### src/rtl/mem_arb_pkg.sv
// Shared types for the two-port memory arbiter: FSM states, op codes and the
// latched command that is replayed onto the io_ctrl port.
package mem_arb_pkg;

  localparam int CMD_ADDR_W = 32;
  localparam int CMD_DATA_W = 32;

  typedef enum logic [1:0] {
    IDLE    = 2'd0,
    BUSY    = 2'd1,
    RELEASE = 2'd2
  } state_t;

  typedef logic op_t;

  localparam op_t OP_READ  = 1'b0;
  localparam op_t OP_WRITE = 1'b1;

  typedef struct packed {
    op_t                   op;
    logic [CMD_ADDR_W-1:0] addr;
    logic [CMD_DATA_W-1:0] wdata;
  } cmd_t;

  // A simultaneous read+write collapses to a write; the read is dropped.
  function automatic op_t decode_op(input logic write_req);
    return write_req ? OP_WRITE : OP_READ;
  endfunction

endpackage

### src/rtl/mem_arb_if.sv
// Bus bundle between the two requesters, the arbiter and io_ctrl.
// The arbiter uses the slave view; the requesters/memory side uses master.
interface mem_arb_if #(
  parameter int ADDR_W = 32,
  parameter int DATA_W = 32
);

  logic              m0_read;
  logic              m0_write;
  logic [ADDR_W-1:0] m0_addr;
  logic [DATA_W-1:0] m0_write_data;
  logic              m0_ack;
  logic [DATA_W-1:0] m0_read_data;

  logic              m1_read;
  logic              m1_write;
  logic [ADDR_W-1:0] m1_addr;
  logic [DATA_W-1:0] m1_write_data;
  logic              m1_ack;
  logic [DATA_W-1:0] m1_read_data;

  logic              mem_read;
  logic              mem_write;
  logic [ADDR_W-1:0] mem_addr;
  logic [DATA_W-1:0] mem_write_data;
  logic              mem_ack;
  logic [DATA_W-1:0] mem_read_data;

  modport slave (
    input  m0_read, m0_write, m0_addr, m0_write_data,
    output m0_ack, m0_read_data,
    input  m1_read, m1_write, m1_addr, m1_write_data,
    output m1_ack, m1_read_data,
    output mem_read, mem_write, mem_addr, mem_write_data,
    input  mem_ack, mem_read_data
  );

  modport master (
    output m0_read, m0_write, m0_addr, m0_write_data,
    input  m0_ack, m0_read_data,
    output m1_read, m1_write, m1_addr, m1_write_data,
    input  m1_ack, m1_read_data,
    input  mem_read, mem_write, mem_addr, mem_write_data,
    output mem_ack, mem_read_data
  );

endinterface

### src/rtl/mem_arb_select.sv
// Winner selection for the two requesters. Fixed priority (port 0 wins) by
// default; define MEM_ARB_RR_EN for round-robin driven by rr_ptr.
module mem_arb_select (
  input  logic req0,
  input  logic req1,
  input  logic rr_ptr,
  output logic winner,
  output logic valid
);

  assign valid = req0 | req1;

`ifdef MEM_ARB_RR_EN
  // Pointer only breaks ties; a lone requester always wins.
  always_comb begin
    if (req0 && req1) begin
      winner = rr_ptr;
    end else begin
      winner = req1;
    end
  end
`else
  logic unused_rr_ptr;

  assign winner        = ~req0 & req1;
  assign unused_rr_ptr = rr_ptr;
`endif

endmodule

### src/rtl/mem_arbiter.sv
// Two-port arbiter in front of the io_ctrl SRAM bridge: grants one latched
// command at a time and routes ack/read data back. MEM_ARB_RR_EN selects round-robin.
module mem_arbiter
  import mem_arb_pkg::*;
#(
  parameter int ADDR_W = CMD_ADDR_W,
  parameter int DATA_W = CMD_DATA_W
) (
  input  logic       clk,
  input  logic       rst,
  mem_arb_if.slave   bus,
  output logic [1:0] state,
  output logic       owner
);

  state_t            state_q, state_d;
  cmd_t              cmd_q, cmd_d;
  logic              owner_q, owner_d;
  logic              rr_ptr_q, rr_ptr_d;
  logic              mem_rd_q, mem_rd_d;
  logic              mem_wr_q, mem_wr_d;
  logic              ack0_q, ack0_d;
  logic              ack1_q, ack1_d;
  logic [DATA_W-1:0] rd0_q, rd0_d;
  logic [DATA_W-1:0] rd1_q, rd1_d;

  logic              req0, req1;
  logic              winner, valid;
  logic              wr_sel;
  logic [ADDR_W-1:0] addr_sel;
  logic [DATA_W-1:0] wdata_sel;

  assign req0 = bus.m0_read | bus.m0_write;
  assign req1 = bus.m1_read | bus.m1_write;

  mem_arb_select u_select (
    .req0   (req0),
    .req1   (req1),
    .rr_ptr (rr_ptr_q),
    .winner (winner),
    .valid  (valid)
  );

  assign wr_sel    = winner ? bus.m1_write      : bus.m0_write;
  assign addr_sel  = winner ? bus.m1_addr       : bus.m0_addr;
  assign wdata_sel = winner ? bus.m1_write_data : bus.m0_write_data;

  always_ff @(posedge clk) begin
    if (rst) begin
      state_q  <= IDLE;
      cmd_q    <= '0;
      owner_q  <= 1'b0;
      rr_ptr_q <= 1'b0;
      mem_rd_q <= 1'b0;
      mem_wr_q <= 1'b0;
      ack0_q   <= 1'b0;
      ack1_q   <= 1'b0;
      rd0_q    <= '0;
      rd1_q    <= '0;
    end else begin
      state_q  <= state_d;
      cmd_q    <= cmd_d;
      owner_q  <= owner_d;
      rr_ptr_q <= rr_ptr_d;
      mem_rd_q <= mem_rd_d;
      mem_wr_q <= mem_wr_d;
      ack0_q   <= ack0_d;
      ack1_q   <= ack1_d;
      rd0_q    <= rd0_d;
      rd1_q    <= rd1_d;
    end
  end

  // Every output is computed here one cycle early so that all of them leave
  // the block straight from a flop.
  always_comb begin
    state_d  = state_q;
    cmd_d    = cmd_q;
    owner_d  = owner_q;
    rr_ptr_d = rr_ptr_q;
    mem_rd_d = mem_rd_q;
    mem_wr_d = mem_wr_q;
    ack0_d   = 1'b0;
    ack1_d   = 1'b0;
    rd0_d    = rd0_q;
    rd1_d    = rd1_q;

    case (state_q)
      IDLE: begin
        if (valid) begin
          cmd_d.op    = decode_op(wr_sel);
          cmd_d.addr  = addr_sel;
          cmd_d.wdata = wdata_sel;
          owner_d     = winner;
          rr_ptr_d    = ~winner;
          mem_rd_d    = ~wr_sel;
          mem_wr_d    = wr_sel;
          state_d     = BUSY;
        end
      end

      BUSY: begin
        // Requester inputs are not looked at here; only io_ctrl ends a transfer.
        if (bus.mem_ack) begin
          mem_rd_d = 1'b0;
          mem_wr_d = 1'b0;
          if (owner_q) begin
            ack1_d = 1'b1;
          end else begin
            ack0_d = 1'b1;
          end
          if (cmd_q.op == OP_READ) begin
            if (owner_q) begin
              rd1_d = bus.mem_read_data;
            end else begin
              rd0_d = bus.mem_read_data;
            end
          end
          state_d = RELEASE;
        end
      end

      RELEASE: begin
        state_d = IDLE;
      end

      default: begin
        state_d  = IDLE;
        mem_rd_d = 1'b0;
        mem_wr_d = 1'b0;
      end
    endcase
  end

  assign bus.mem_read       = mem_rd_q;
  assign bus.mem_write      = mem_wr_q;
  assign bus.mem_addr       = cmd_q.addr;
  assign bus.mem_write_data = cmd_q.wdata;
  assign bus.m0_ack         = ack0_q;
  assign bus.m1_ack         = ack1_q;
  assign bus.m0_read_data   = rd0_q;
  assign bus.m1_read_data   = rd1_q;
  assign state              = state_q;
  assign owner              = owner_q;

endmodule
### src/flat_wrapper.sv
// flat-port wrapper written by rule: the top's interface ports become plain ports
module mem_arbiter_flat import mem_arb_pkg::*;
#(
  parameter int ADDR_W = CMD_ADDR_W,
  parameter int DATA_W = CMD_DATA_W
)
  (clk, rst, state, owner, bus_m0_read, bus_m0_write, bus_m0_addr, bus_m0_write_data, bus_m0_ack, bus_m0_read_data, bus_m1_read, bus_m1_write, bus_m1_addr, bus_m1_write_data, bus_m1_ack, bus_m1_read_data, bus_mem_read, bus_mem_write, bus_mem_addr, bus_mem_write_data, bus_mem_ack, bus_mem_read_data);
  mem_arb_if #(.ADDR_W(ADDR_W), .DATA_W(DATA_W)) bus_i ();
  input  logic clk;
  input  logic rst;
  output logic [1:0] state;
  output logic owner;
  input wire logic [$bits(bus_i.m0_read)-1:0] bus_m0_read;
  input wire logic [$bits(bus_i.m0_write)-1:0] bus_m0_write;
  input wire logic [$bits(bus_i.m0_addr)-1:0] bus_m0_addr;
  input wire logic [$bits(bus_i.m0_write_data)-1:0] bus_m0_write_data;
  output wire logic [$bits(bus_i.m0_ack)-1:0] bus_m0_ack;
  output wire logic [$bits(bus_i.m0_read_data)-1:0] bus_m0_read_data;
  input wire logic [$bits(bus_i.m1_read)-1:0] bus_m1_read;
  input wire logic [$bits(bus_i.m1_write)-1:0] bus_m1_write;
  input wire logic [$bits(bus_i.m1_addr)-1:0] bus_m1_addr;
  input wire logic [$bits(bus_i.m1_write_data)-1:0] bus_m1_write_data;
  output wire logic [$bits(bus_i.m1_ack)-1:0] bus_m1_ack;
  output wire logic [$bits(bus_i.m1_read_data)-1:0] bus_m1_read_data;
  output wire logic [$bits(bus_i.mem_read)-1:0] bus_mem_read;
  output wire logic [$bits(bus_i.mem_write)-1:0] bus_mem_write;
  output wire logic [$bits(bus_i.mem_addr)-1:0] bus_mem_addr;
  output wire logic [$bits(bus_i.mem_write_data)-1:0] bus_mem_write_data;
  input wire logic [$bits(bus_i.mem_ack)-1:0] bus_mem_ack;
  input wire logic [$bits(bus_i.mem_read_data)-1:0] bus_mem_read_data;
  assign bus_i.m0_read = bus_m0_read;
  assign bus_i.m0_write = bus_m0_write;
  assign bus_i.m0_addr = bus_m0_addr;
  assign bus_i.m0_write_data = bus_m0_write_data;
  assign bus_m0_ack = bus_i.m0_ack;
  assign bus_m0_read_data = bus_i.m0_read_data;
  assign bus_i.m1_read = bus_m1_read;
  assign bus_i.m1_write = bus_m1_write;
  assign bus_i.m1_addr = bus_m1_addr;
  assign bus_i.m1_write_data = bus_m1_write_data;
  assign bus_m1_ack = bus_i.m1_ack;
  assign bus_m1_read_data = bus_i.m1_read_data;
  assign bus_mem_read = bus_i.mem_read;
  assign bus_mem_write = bus_i.mem_write;
  assign bus_mem_addr = bus_i.mem_addr;
  assign bus_mem_write_data = bus_i.mem_write_data;
  assign bus_i.mem_ack = bus_mem_ack;
  assign bus_i.mem_read_data = bus_mem_read_data;
  mem_arbiter #(.ADDR_W(ADDR_W), .DATA_W(DATA_W)) u_core (.clk(clk), .rst(rst), .bus(bus_i), .state(state), .owner(owner));
endmodule
### config.mk
export PLATFORM = sky130hd
export DESIGN_NAME = mem_arbiter_flat
export DESIGN_NICKNAME = d
export VERILOG_FILES = /design/src/rtl/mem_arb_pkg.sv /design/src/rtl/mem_arb_if.sv /design/src/rtl/mem_arb_select.sv /design/src/rtl/mem_arbiter.sv /design/src/flat_wrapper.sv
export SDC_FILE = /design/constraint.sdc
export NUM_CORES = 1
export LEC_CHECK = 0
export BUFFER_PORTS_ARGS = -buffer_cell sky130_fd_sc_hd__buf_2
export CORE_AREA = 2 2 140 142
export CTS_CLUSTER_SIZE = 30
export DETAILED_ROUTE_END_ITERATION = 10
export DIE_AREA = 0 0 142 144
export PLACE_DENSITY = 0.67
export SYNTH_ARGS = -nofsm -noshare
export SYNTH_HDL_FRONTEND = slang
export SYNTH_SLANG_ARGS = --single-unit
### constraint.sdc
create_clock -name clk -period 1.6 [get_ports clk]
set_input_delay 0.16 -clock clk [delete_from_list [all_inputs] [get_ports clk]]
set_output_delay 0.16 -clock clk [all_outputs]
set_load 0.005 [all_outputs]
Yosys cells after proc, flatten, opt, wreduce, memory -nomap -nowiden. Index checks and enable logic that the tools add are counted. Widths: inputs -> output; s select.

Register bits: 136. Input port bits: 167. Output and inout port bits: 135. Logic and storage cells: 47.

Equality and inequality tests: 4. Muxes and demuxes: 14. Bitwise logic cells: 11. Reduce and logical (&&, ||, !) cells: 7.

Operators by type and width (number): $mux 32 (2); $reduce_and 4->1 (2); $mux 1 (7); $not 1->1 (7); $pmux 1 s3 (2); $mux 2 (2); $ne 2x2->1 const B (2); $pmux 2 s2 (1); $reduce_and 2->1 (2); $or 1x1->1 (3); $reduce_and 3->1 (1); $reduce_or 3->1 (1); $eq 2x1->1 const B (1); $eq 2x2->1 const B (1); $logic_not 2->1 (1); $and 1x1->1 (1).

Depth between registers and ports, before layout.
Word-level depth: 7. Depth in mapped cells: 5. Gate-level depth less buffers: 3.

By module. From an unflattened synthesis, not the netlist that was laid out.

Cell total of the unflattened synthesis: 632. Area total of the unflattened synthesis: 6308.6 sq um.

Modules (own cells, without submodules): mem_arbiter (instances 1, cells each 630, area each 6296.0 sq um, sequential area each 2742.6 sq um); mem_arb_select (instances 1, cells each 2, area each 12.5 sq um, sequential area each 0.0 sq um).

Worst setup path after synthesis. Ideal clock, no wire load.

Path type: flip-flop to flip-flop. Start: reg u_core.state_q[0] (netlist: u_core.state[0]). End: reg u_core.cmd_q, in the netlist u_core.bus.mem_addr[0]. Library setup time: 0.142 ns. Arrival time: 1.326 ns. Required time: 1.458 ns. Slack: 0.132 ns. Cell stages (with the launch flop): 5. Path buffers: 1. Period minus slack after synthesis: 1.468 ns. Cells stage by stage: dfxtp_1 > or2_2 > nor2_2 > clkbuf_1 > a311oi_1.

Word-level cells in the longest chain between the ends: 2.

Ends and longest elaborated chain: start, declared (line mem_arbiter.sv:16) `state_t state_q, state_d;`; start signal, assigned (line mem_arbiter.sv:61) `state_q <= state_d;`; $logic_not 2->1 (line mem_arbiter.sv:88) `case (state_q)`; $reduce_and 2->1 (no line); end signal, assigned (line mem_arbiter.sv:62) `cmd_q <= cmd_d;`; end, declared (line mem_arbiter.sv:17) `cmd_t cmd_q, cmd_d;`.

Every way passes these cells. A chain may end at the register's enable or synchronous reset.

Worst setup path in the final report.
Start: reg u_core.state_q[0] (netlist: u_core.state[0]). End: reg u_core.rd1_q[17] (netlist: u_core.bus.m1_read_data[17]).

Word-level cells in the longest chain between the ends: 2.

Ends and longest elaborated chain: $eq 2x1->1 (line mem_arbiter.sv:88); $reduce_and 4->1 (no line); end signal, assigned (line mem_arbiter.sv:70) `rd1_q <= rd1_d;`; end, declared (line mem_arbiter.sv:25) `logic [DATA_W-1:0] rd1_q, rd1_d;`.

Every way passes these cells.

==> run summary <==
Startpoint type of the worst setup path: a register. The logs give 0.452 for the utilization after layout and 0.417 for the share of the yosys chip area belonging to registers. The shortest clock period the worst path allows after layout was 1.49 ns. Across the whole layout, storage elements account for 2720 sq um.

The hold violation count in the final report is 0, and the power density over the cells is 1070 nW/um^2. Maximum number of pins on one net before global-route repair: 112. The final max-slew violation count was 0; the cell area after synthesis was 6530 sq um.

The run gives 9220 uW as the total power consumption of the routed design. The filler cells instantiated in the layout total 1866. Most used flip-flop cell after synthesis: sky130_fd_sc_hd__dfxtp_1. The total half-perimeter wirelength after legalization and detailed placement came out at 13900 um. Vias per cell: 5.16. Row generation in the floorplan step produced 51 rows.

For this block, the via count after detailed routing is 6150. The diode insertion count for antenna repair was 0; the total of warnings raised by yosys was 0. Yosys mapped the design onto 29 distinct sky130hd cell types. Static timing analysis puts the maximum clock frequency at 0.669 GHz.

For the number of antenna violations at the first check in global routing, the log shows 0. The worst slew slack as a fraction of its limit came out at 0.741. The tree is rooted in a sky130_fd_sc_hd__clkbuf_16. Across all setup checks in the final design, the least slack found is 0.106 ns. The count of input and output buffers is 301. Post-CTS repair changed the size of 0 cells. The clock sink count was 136. In the final layout, the multi-input gates occupy 3010 sq um. After clock tree synthesis, the setup repair step added 0 buffers.

The number of cells on the worst hold path came out at 3. Origin of the worst min-delay path: bus_m0_addr[5]. The flow ran to the end, and the final reports show no timing, DRC or antenna violations.

The highest fanout seen on the critical path was 24; the post-route antenna net violation count was 0. The total routing resource utilization after global routing was 0.189; the height of the chip was 144 um. The pre-antenna-repair detailed-routing pass consisted of 5 iterations. The worst hold path terminates at u_core.bus.mem_addr[5]$_SDFFE_PP0P_. The proportion of netlist area held by the largest area contributor came out at 0.417. The run gives 0 as the remaining routing DRC violations.

The reg-to-reg setup timing slack was 0.11 ns. Setup repair after global routing left no endpoint under its margin. The number of buffers inserted during clock tree synthesis is 17, and the number of enable-type register cells in the synthesized netlist is 0. The tools report the leftover overflow at the end of global routing as 0.

The tools report the number of global-route vias before repair as 5776. On the final layout, the worst clock skew is 0.0250 ns. The run gives 0.000649 V as the largest vdd supply drop. The number of cells on the worst reg-to-reg path is 5. Measured along the x axis, the die boundary spans 142 um. Data on the critical path arrives at its endpoint at 1.82 ns. The number of failing setup endpoints in the final timing report was 0; the clock network latency to the later pin of the worst-skew pair was 0.43 ns.

In this run, the number of DRC markers left after iteration 0 of detailed routing was 273. The static power due to leakage is 0.00393 uW, and the async set or reset register ratio after synthesis is 0. TritonCTS built the clock tree. Synthesis produced 721 cells. Timing analysis after detailed placement gives a worst setup slack of -0.0711 ns. Dividing the detail-routed wire length by the instance count gives 16.5 um. Routability-driven placement finished with a final weighted congestion of 0.808.

Clock-pin slew was measured on the worst setup and hold paths at 0.07 ns. The worst register-to-register path ends at u_core.bus.m1_read_data[17]$_SDFFE_PP0P_. Ranked by total cell area, the synthesized netlist is headed by sky130_fd_sc_hd__dfxtp_1 (42%), sky130_fd_sc_hd__mux2i_1 (9.8%), sky130_fd_sc_hd__nand2b_1 (9.2%). The fraction of final layout cells with drive strength greater than 1 was 0.397.

The transition time at the pin with the least slew margin was 0.388 ns. sky130_fd_sc_hd__dfxtp_1 takes more of the synthesized area than any other cell. The area growth from synthesis to layout is 32.0%.

The first global-routing pass estimated 30900 um of wire. The clock passes through at most 2 buffers. The post-synthesis average cell area was 9.06 sq um. Across the run, the number of max-cap violations was 0.

When the netlist entered floorplanning its net count stood at 888. The share of the cycle needed by the critical path after routing was 0.934. The critical path in this run is classified as reg -> reg.

For the standard cell core area, the log shows 19100 sq um. Worst flop-to-flop path startpoint: u_core.state[0]$_SDFFE_PP0P_. The starting utilization of the core area was 0.342.

Type of the tightest min-delay check: in -> reg. The kind of end point of the critical path was a register. The aggregate routed wire length came out at 19700 um. Counting flops and latches in the post-synthesis netlist gives 136. The layout net count is 1109, and the data required time of the critical path is 1.93 ns.

The die outline area is 20400 sq um, and the maximum level of the CTS H-tree is 4. I/O pin count: 302.
-- Yosys cell counts (all sizes together), types with 2 or more instances --
library cell and n:
a21oi 68, a311oi 64, buf 91, clkbuf 45, dfxtp 136, mux2i 64, nand2 2, nand2b 96
nand3 65, nor2 5, nor3 2, o21ai 68, or2 3, or3b 2
-- sequential cells by signal, summed over array words and instances, names as in the netlist --
| name | count |
|---|---|
| u_core.bus.m0_ack | 1 |
| u_core.bus.m1_read_data | 32 |
| u_core.owner | 1 |
| u_core.cmd_q | 1 |
| u_core.bus.m0_read_data | 32 |
| u_core.bus.mem_write | 1 |
| u_core.bus.mem_read | 1 |
| u_core.state | 2 |
| u_core.bus.mem_write_data | 32 |
| u_core.bus.mem_addr | 32 |
| u_core.bus.m1_ack | 1 |
-- per-layer routing --
metal  GRT usage  vias to the layer above  wire [um]
met4      0.0632                        2        299
li1            -                     2977          -
met5           0                        -         40
met2       0.306                      293       9240
met1       0.244                     2859       8510
met3      0.0526                       19       1630
-- how the worst max path moves through the flow --
stage / from / cells after the start / slack (ns) / to
global placement: bus_m0_write / 6 / -0.08 / u_core.bus.mem_write_data[7]$_SDFFE_PP0P_
global route: u_core.state[0]$_SDFFE_PP0P_ / 5 / 0.004 / u_core.bus.m1_read_data[12]$_SDFFE_PP0P_
detailed placement: bus_m0_write / 6 / -0.07 / u_core.bus.mem_write_data[7]$_SDFFE_PP0P_
finish: u_core.state[0]$_SDFFE_PP0P_ / 5 / 0.11 / u_core.bus.m1_read_data[17]$_SDFFE_PP0P_
floorplan: u_core.state[0]$_SDFFE_PP0P_ / 4 / 0.13 / u_core.bus.mem_addr[0]$_SDFFE_PP0P_
CTS: u_core.state[0]$_SDFFE_PP0P_ / 5 / 0.09 / u_core.bus.m1_read_data[17]$_SDFFE_PP0P_
-- report_power, final --
group	switching (uW)	leakage, uW	internal [uW]	total [uW]
registers	133	0.00112	3640	3770
logic	793	0.00253	747	1540
clock network	1590	0.000282	2320	3900
total	2510	0.00393	6700	9220
-- cell type report --
| cell class | count | share of cell area |
|---|---|---|
| Clock inverter | 13 | 0.0171 |
| Clock buffer | 19 | 0.0502 |
| Sequential cell | 136 | 0.316 |
| Tap cell | 238 | 0.0346 |
| Multi-Input combinational cell | 449 | 0.349 |
| Timing Repair Buffer | 338 | 0.233 |
-- layout by cell type (no fill, tap or decap), types with 2 or more instances in the layout --
cell,synthesis,routed
sky130_fd_sc_hd__inv_6,0,3
sky130_fd_sc_hd__dfxtp_1,136,136
sky130_fd_sc_hd__clkinv_2,0,2
sky130_fd_sc_hd__buf_4,67,18
sky130_fd_sc_hd__clkbuf_1,45,2
sky130_fd_sc_hd__or3b_2,2,2
sky130_fd_sc_hd__buf_12,0,17
sky130_fd_sc_hd__nand2_1,2,2
sky130_fd_sc_hd__nor2_4,0,4
sky130_fd_sc_hd__buf_2,13,300
sky130_fd_sc_hd__mux2i_1,64,64
sky130_fd_sc_hd__dlygate4sd3_1,0,3
sky130_fd_sc_hd__or2_2,3,3
sky130_fd_sc_hd__nand2b_1,96,96
sky130_fd_sc_hd__a311oi_1,64,64
sky130_fd_sc_hd__o21ai_0,68,68
sky130_fd_sc_hd__nand3_1,65,65
sky130_fd_sc_hd__clkbuf_16,0,17
sky130_fd_sc_hd__a21oi_1,68,68
sky130_fd_sc_hd__clkinv_4,0,5
sky130_fd_sc_hd__bufinv_16,0,2
-- what timing repair did --
| action | CTS | global route |
|---|---|---|
| hold buffers | 3 | 0 |
| endpoints found under the hold margin | 3 | 0 |
| endpoints found under the setup margin | 0 | 0 |
-- cells by family after synthesis --
logic type / after synthesis / synth area share
flip-flops: 136 / 0.417
AO/OA/AOI/OAI: 203 / 0.194
AND/OR/NAND/NOR: 182 / 0.164
multiplexers: 64 / 0.0981
buffers and inverters: 136 / 0.127
-- worst max-delay path: stages (launching register included) --
cell and delay (ns):
sky130_fd_sc_hd__dfxtp_1 0.41, sky130_fd_sc_hd__nand3b_4 0.10, sky130_fd_sc_hd__buf_4 0.16, sky130_fd_sc_hd__nor3b_2 0.25, sky130_fd_sc_hd__buf_12 0.24, sky130_fd_sc_hd__mux2i_1 0.23
-- through the flow --
| stage | setup TNS [ns] | hold slack [ns] | instance area, sq um | cells |
|---|---|---|---|---|
| after floorplan | 0 | 0.329 | 6530 | 721 |
| after detailed placement | -0.158 | 0.445 | 8010 | 1158 |
| final | 0 | 0.0110 | 8620 | 1193 |
| after CTS | 0 | 0.00165 | 8620 | 1193 |
| after global placement | -0.0779 | 0.440 | 8010 | 1158 |
| after global routing | 0 | 0.00152 | 8620 | 1193 |
Power figures use the tool's default switching activity.
